--- config.mk ---
export PLATFORM = sky130hd
export DESIGN_NAME = cdb_arbiter
export DESIGN_NICKNAME = d
export VERILOG_FILES = /design/src/rtl/cdb_arbiter.sv
export SDC_FILE = /design/constraint.sdc
export NUM_CORES = 1
export LEC_CHECK = 0
export CAP_MARGIN = 20
export CORE_ASPECT_RATIO = 1.75
export CORE_UTILIZATION = 60
export CTS_BUF_LIST = sky130_fd_sc_hd__clkbuf_2 sky130_fd_sc_hd__clkbuf_4 sky130_fd_sc_hd__clkbuf_8
export DETAILED_ROUTE_END_ITERATION = 10
export DONT_BUFFER_PORTS = 1
export HOLD_SLACK_MARGIN = 0.03
export PLACE_DENSITY_LB_ADDON = 0.1
export SLEW_MARGIN = 20
export SYNTH_ARGS = -nofsm -noshare
export SYNTH_HDL_FRONTEND = slang
export SYNTH_SLANG_ARGS = --single-unit
--- constraint.sdc ---
create_clock -name clk_in -period 7.6 [get_ports clk_in]
set_input_delay 1.9 -clock clk_in [delete_from_list [all_inputs] [get_ports clk_in]]
set_output_delay 1.9 -clock clk_in [all_outputs]
set_load 0.02 [all_outputs]
--- src/rtl/cdb_arbiter.sv ---
// Common-data-bus arbiter: one holding slot per result producer, round-robin drain
// onto a single registered write-back port shared by the ROB and RS/LSB wakeup.
module cdb_arbiter #(
  parameter int unsigned NUM_REQ  = 3,
  parameter int unsigned ROB_ID_W = 5,
  parameter int unsigned DATA_W   = 32
) (
  input  logic                          clk_in,
  input  logic                          rst_n_in,
  input  logic                          rdy_in,
  input  logic                          flush_in,
  input  logic [NUM_REQ-1:0]            req_valid,
  input  logic [NUM_REQ*ROB_ID_W-1:0]   req_rob_id,
  input  logic [NUM_REQ*DATA_W-1:0]     req_value,
  output logic [NUM_REQ-1:0]            req_ready,
  output logic                          cdb_valid,
  output logic [ROB_ID_W-1:0]           cdb_rob_id,
  output logic [DATA_W-1:0]             cdb_value,
  output logic [$clog2(NUM_REQ)-1:0]    cdb_src
);

  localparam int unsigned SRC_W = $clog2(NUM_REQ);
  // One extra bit so rr_ptr + offset cannot overflow before the wrap subtract.
  localparam int unsigned IDX_W = SRC_W + 1;

  logic [NUM_REQ-1:0]  slot_valid;
  logic [ROB_ID_W-1:0] slot_id  [NUM_REQ];
  logic [DATA_W-1:0]   slot_val [NUM_REQ];
  logic [SRC_W-1:0]    rr_ptr;

  logic [NUM_REQ-1:0]  grant;
  logic                any_grant;
  logic [SRC_W-1:0]    grant_idx;
  logic [SRC_W-1:0]    rr_next;
  logic [IDX_W-1:0]    scan_idx;
  logic [SRC_W-1:0]    scan_sel;

  // Round-robin search starting at rr_ptr; first valid slot wins.
  always_comb begin
    grant     = '0;
    any_grant = 1'b0;
    grant_idx = '0;
    scan_idx  = '0;
    scan_sel  = '0;
    for (int unsigned k = 0; k < NUM_REQ; k++) begin
      scan_idx = IDX_W'(rr_ptr) + IDX_W'(k);
      if (scan_idx >= IDX_W'(NUM_REQ)) begin
        scan_idx = scan_idx - IDX_W'(NUM_REQ);
      end
      scan_sel = SRC_W'(scan_idx);
      if (!any_grant && slot_valid[scan_sel]) begin
        grant[scan_sel] = 1'b1;
        any_grant       = 1'b1;
        grant_idx       = scan_sel;
      end
    end
  end

  always_comb begin
    rr_next = grant_idx + SRC_W'(1);
    if (grant_idx == SRC_W'(NUM_REQ - 1)) begin
      rr_next = '0;
    end
  end

  // A slot being drained this cycle may be refilled in the same cycle.
  assign req_ready = {NUM_REQ{rdy_in & ~flush_in}} & (~slot_valid | grant);

  always_ff @(posedge clk_in or negedge rst_n_in) begin
    if (!rst_n_in) begin
      slot_valid <= '0;
      rr_ptr     <= '0;
      cdb_valid  <= 1'b0;
      cdb_rob_id <= '0;
      cdb_value  <= '0;
      cdb_src    <= '0;
      for (int unsigned i = 0; i < NUM_REQ; i++) begin
        slot_id[i]  <= '0;
        slot_val[i] <= '0;
      end
    end else if (rdy_in) begin
      if (flush_in) begin
        slot_valid <= '0;
        cdb_valid  <= 1'b0;
        rr_ptr     <= '0;
      end else begin
        for (int unsigned i = 0; i < NUM_REQ; i++) begin
          if (req_valid[i] && req_ready[i]) begin
            slot_valid[i] <= 1'b1;
            slot_id[i]    <= req_rob_id[i*ROB_ID_W +: ROB_ID_W];
            slot_val[i]   <= req_value[i*DATA_W +: DATA_W];
          end else if (grant[i]) begin
            slot_valid[i] <= 1'b0;
          end
        end
        cdb_valid <= any_grant;
        if (any_grant) begin
          cdb_rob_id <= slot_id[grant_idx];
          cdb_value  <= slot_val[grant_idx];
          cdb_src    <= grant_idx;
          rr_ptr     <= rr_next;
        end
      end
    end
  end

endmodule

==> flow_summary.yaml, run 1 <==
timing:
  fin_crit_sh_pct: 61.0
  slew_headroom_pct: 32.9
  worst_slew_pin_slew_ps: 1010
  rsz0062_at_grt: "false"
  timing.final.crit_period_ps: 4630
  fin_tns_setup_ps: 0
  drv_slew: 0
  hold_viol: 0
  fmax_mhz: 216
  clock_skew_ps: 15.4
  setup_violations: 0
global_route:
  overflow: 0
  grt_pass1_wl_mm: 23.8
  grt_pass1_vias: 4501
  grtUsageTotal_pct: 28.2
  antenna_found_initial: 0
  grt_max_degree: 157
synth:
  synth.area.top_cells: "dfrtp_1, mux2_2, mux2_4, a21oi_1, a22oi_1"
  synth_nets: 640
  ys_types: 37
  yosysTopAreaCellShare_pct: 57.8
  yosys.area.top_type: "dfrtp_1"
  async_reset_ff_share_pct: 100
  yosys_warnings: 0
  syn-instance-count: 518
  synth_edf_count: 0
  synth.ff_latch_count: 156
  ys_seq_area_share_pct: 57.8
  ys.flop_type: "dfrtp_1"
  synthTopCellsByCount: "dfrtp_1, mux2_2, a21oi_1"
  syn_area_mm2: 0.00675
  synth_most_common_cell: "dfrtp_1"
  synth.avg_cell_area_um2: 13.0
clocking:
  cts_hold_repair.buffers: 0
  cts_made_buffers: 17
  path_clk_slew_ps: 90
  cts_root_buf: "clkbuf_8"
  cts_resized: 0
  cts_tree: "done"
  cts.sinks: 156
  clockBufferDepth: 2
  htreeDepth: 4
  clkLatencyLatePin_ps: 440
  postCtsSetupBuffers: 0
setup_path:
  slowest_stage: "ha_1"
  path_max_fanout: 11
  path_buf_inv: 1
  crit_chain: "inv_1 > ha_1 > nand2b_1 > or4_1 > a21oi_2 > a211oi_1 > nor2_1"
  crit_required_ps: 5700
  start_kind: "flip-flop"
  cpPeakStageDelay_ps: 440
  worst-setup-path-type: "reg -> out"
  cp.arrival_ps: 2730
  endpoint_kind: "primary output"
  cp_top_family: "simple AND/OR/NAND/NOR gates"
detailed_routing:
  route.antenna.remaining_nets: 0
  first_pass_iters: 5
  remaining_drc_errors: 0
  route.detailed.wl_per_inst_um: 23.7
  vias: 4166
  drt-initial-drc-count: 234
  via_per_inst: 6.40
  finalWirelength_mm: 15.4
placed_design:
  place_inst: 619
  gp_congestion: 0.789
  io_buffer_count: 0
  dpl.hpwl_mm: 9.77
final_layout:
  instances_no_fill: 651
  multi_input_area_mm2: 0.00263
  seq_area_mm2: 0.00390
  nFillCells: 824
  diodes: 0
  area_growth_pct: 5.99
  final_nets: 630
  drive_above_1_share_pct: 29.9
outcome:
  status: "finished clean"
power:
  power_switching_mw: 1.34
  seq_power_share_pct: 47.7
  peakVddDrop_mv: 0.548
  power_leakage_nw: 3.14
  power.density_mw_per_mm2: 481
  switching_share_pct: 38.8
  internal-power_mw: 2.11
  power.combinational.fraction_pct: 34.1
  power_frac_clock_pct: 18.2
floorplan:
  ios: 161
  start_util_pct: 62.4
  std_cell_rows: 50
  core-area_mm2: 0.0108
  die_h_um: 142
  die-area_mm2: 0.0117
  die_w_um: 82.2
hold_path:
  hp-class: "reg -> reg"
job:
  drv_cap: 0
==> path summary, 6_finish.rpt <==
check                            from            end  slack [ps]  cells past startpoint
min in group asynchronous    rst_n_in      cdb_valid        1150                      0
max reg2reg                 rr_ptr[0]  cdb_rob_id[4]        4320                      8
max in group asynchronous    rst_n_in   slot_val[86]        6270                      0
min reg2reg                slot_id[5]  cdb_rob_id[0]         480                      1
max                         rr_ptr[0]   req_ready[1]        2970                      7
min                        slot_id[5]  cdb_rob_id[0]         480                      1
==> worst reg2reg max path, delay by kind of cell (launching register included) <==
kind            cells  cell delay (ps)
buf+inv             1              100
simple gates        4             1860
flops               1              390
compound gates      2              400
fa+ha+maj           1              440
==> cell families (layout without fill, tap and decap cells) <==
logic type	count (synthesis)	count (layout)	synth area share, %
flops	156	156	57.8
compound gates	132	132	12.4
buf+inv	40	43	3.50
fa+ha+maj	4	4	0.741
simple gates	71	71	4.80
mux	115	115	20.8
==> layout make-up <==
| cell class | instances | area share (%) |
|---|---|---|
| Timing Repair Buffer | 5 | 0.525 |
| Clock inverter | 12 | 1.89 |
| Inverter | 6 | 0.315 |
| Multi-Input combinational cell | 322 | 36.7 |
| Clock buffer | 20 | 3.76 |
| Tap cell | 130 | 2.27 |
| Sequential cell | 156 | 54.6 |
==> per-stage QoR <==
step | power [mW] | worst slack, ps | hold slack [ps] | utilization, % | area (um^2)
2_1_floorplan | 2.52 | 3150 | 451 | - | 6750
3_3_place_gp | 2.76 | 3180 | 461 | 62.4 | 6750
3_5_place_dp | 2.83 | 3150 | 472 | 62.4 | 6750
4_1_cts | 3.46 | 2990 | 494 | 66.1 | 7160
5_1_grt | 3.66 | 2800 | 519 | 66.1 | 7160
6_report | 3.44 | 2970 | 483 | 66.1 | 7160
==> sequential cells by signal, summed over array words and instances, names as in the netlist <==
name / cells
cdb_rob_id: 5
cdb_src: 2
cdb_valid: 1
cdb_value: 32
rr_ptr: 2
slot_id: 15
slot_val: 96
slot_valid: 3
==> power by group through the flow <==
stage | Combinational [mW] | Clock [mW] | Sequential, mW
finish | 1.17 | 0.627 | 1.64
global route | 1.29 | 0.671 | 1.69
CTS | 1.18 | 0.641 | 1.64
detailed placement | 1.17 | 0 | 1.65
global placement | 1.13 | 0 | 1.63
floorplan | 0.964 | 0 | 1.56
==> placed cells by master (no fill, tap or decap), types with 2 or more instances in the layout <==
| cell | n |
|---|---|
| o22ai_1 | 4 |
| a21o_1 | 2 |
| nand2_1 | 6 |
| nand3b_1 | 4 |
| clkinvlp_4 | 4 |
| mux2_2 | 81 |
| o2bb2ai_1 | 9 |
| inv_1 | 5 |
| clkbuf_8 | 19 |
| inv_6 | 3 |
| bufinv_16 | 2 |
| mux2_4 | 30 |
| dfrtp_1 | 156 |
| nor2_1 | 44 |
| a221oi_1 | 9 |
| mux2i_1 | 4 |
| buf_4 | 5 |
| o21ai_0 | 9 |
| nor2b_1 | 4 |
| a22oi_1 | 29 |
| ha_1 | 4 |
| and2_1 | 2 |
| clkinv_2 | 2 |
| a21oi_1 | 63 |
| nand2b_1 | 4 |
| o211a_1 | 2 |
==> layer usage <==
metal  global-route usage [%]  up-vias  wire length (um)
met3                     9.49       26              1060
met4                     13.9        0               450
met5                        0        -                 0
li1                         -     1857                 -
met2                     46.0      150              8120
met1                     32.6     2133              5790
(Power assumes the default switching activity.)
==> run 2: changes to the inputs <==
Settings changed: CORE_UTILIZATION 60 to 59.
Clock period 7.6 ns to 4 ns, I/O delays scaled along.
==> run 2 against run 1 <==
Count of clock-buffer cells in the layout is 2 lower. Setup slack worse by 2600 ps. Clock skew decreased by 1.5 ps. Utilization down 1.5 points. Sequential cell count did not move. Register-to-register slack lost 3500 ps. Sequential power increased by 90%. Critical path depth did not move. Sequential share of layout area decreased by 0.11 points. Critical endpoint unchanged. Largest cell class unchanged.
==> flow_summary.yaml, run 2 (synthesis gave the netlist of run 1 again) <==
setup_path:
  start_kind: "flip-flop"
  cpPeakStageDelay_ps: 430
  rrSetupSlack_ps: 840
  worst-setup-path-type: "reg -> out"
  reg2reg_from: "rr_ptr[1]"
  endpoint_kind: "primary output"
  worstRegToRegCells: 9
  cp.arrival_ps: 2650
  slowest_stage: "ha_1"
  path_buf_inv: 1
  r2r-end: "cdb_value[29]"
  crit_chain: "inv_1 > ha_1 > nand2b_1 > or4_1 > a21oi_2 > a211oi_1 > nor2_1"
  path_max_fanout: 11
  cp_top_family: "simple AND/OR/NAND/NOR gates"
  crit_required_ps: 3000
  critical_path.startpoint: "rr_ptr[0]"
timing:
  setup_violations: 0
  fin_ws_ps: 347
  hold_viol: 0
  fmax_mhz: 274
  fin_crit_sh_pct: 91.3
  drv_slew: 0
  fin_tns_setup_ps: 0
  slew_headroom_pct: 39.8
  worst_slew_pin_slew_ps: 903
  rsz0062_at_grt: "false"
  clock_skew_ps: 13.9
  timing.final.crit_period_ps: 3650
final_layout:
  final_util_pct: 64.6
  seq_area_mm2: 0.00390
  largest_reg_flops: 96
  largest-register: "slot_val"
  final_nets: 635
  diodes: 0
  multi_input_area_mm2: 0.00263
  nFillCells: 856
  area_growth_pct: 6.21
  drive_above_1_share_pct: 30.6
  top_regs: "slot_val: 96 flops, cdb_value: 32 flops, slot_id: 15 flops"
  final_common_cell: "dfrtp_1"
  mostFrequentLayoutCells: "dfrtp_1, mux2_2, a21oi_1, nor2_1, mux2_4"
global_route:
  antenna_found_initial: 0
  met3_usage_pct: 7.70
  grt_max_degree: 157
  grtUsageTotal_pct: 26.9
  overflow: 0
  grt_pass1_wl_mm: 24.1
  met2_usage_pct: 48.3
  grt-busiest-layer: "met2"
  globalRouteMet1Util_pct: 29.4
  grt_pass1_vias: 4560
hold_path:
  hp-class: "in -> async"
floorplan:
  core-area_mm2: 0.0111
  die_w_um: 82.9
  ios: 161
  die_h_um: 144
  die-area_mm2: 0.0119
  start_util_pct: 60.8
  std_cell_rows: 51
detailed_routing:
  remaining_drc_errors: 0
  first_pass_iters: 4
  route.detailed.wl_per_inst_um: 23.5
  vias: 4190
  finalWirelength_mm: 15.5
  drt-initial-drc-count: 232
  route.antenna.remaining_nets: 0
  via_per_inst: 6.37
outcome:
  status: "finished clean"
power:
  peakVddDrop_mv: 0.558
  power.density_mw_per_mm2: 903
  p_total_mw: 6.48
  power_leakage_nw: 3.15
placed_design:
  dp_slack_ps: 820
  gp_congestion: 0.854
  dpl.hpwl_mm: 10.1
  io_buffer_count: 0
clocking:
  cts_tree: "done"
  cts_made_buffers: 17
  clockBufferDepth: 2
  cts.sinks: 156
  cts_resized: 0
  cts_root_buf: "clkbuf_8"
  path_clk_slew_ps: 90
  htreeDepth: 4
  clkLatencyLatePin_ps: 440
  postCtsSetupBuffers: 0
  cts_hold_repair.buffers: 0
job:
  drv_cap: 0
run 2: cell count changes in the layout (fill, tap and decap cells not counted), sizes merged:
cell    delta
clkinv     +1
buf        +5
inv        +3
clkbuf     -2
bufinv     -2
run 2: per-stage QoR:
step	hold WS, ps	cells	cell area, um^2
floorplan	451	518	6750
global placement	461	626	6820
detailed placement	472	626	6820
CTS	222	658	7170
global route	217	658	7170
finish	244	658	7170
run 2: worst max path at each step:
stage / cells after the start / slack [ps] / to
after global placement: 7 / 910 / req_ready[1]
after CTS: 7 / 330 / req_ready[1]
final: 7 / 350 / req_ready[1]
after global routing: 7 / 200 / req_ready[1]
after detailed placement: 7 / 820 / req_ready[1]
after floorplan: 7 / 1160 / req_ready[1]
run 2: layer usage:
layer / part of all wire (%) / up-vias
met1: 37 / 2135
met4: 2.6 / 0
met2: 53 / 166
met3: 7.2 / 30
li1: - / 1859
met5: 0 / -
run 2: cell type report:
class | instances | area share, %
Tap cell | 132 | 2.30
Timing Repair Buffer | 10 | 1.40
Inverter | 6 | 0.314
Sequential cell | 156 | 54.4
Clock inverter | 14 | 1.57
Clock buffer | 18 | 3.37
Multi-Input combinational cell | 322 | 36.6
run 2: report_power, final:
group          internal, mW  total [mW]  switching (mW)
logic                  1.09        2.29            1.20
clock network         0.449        1.07           0.625
registers              2.36        3.12           0.754
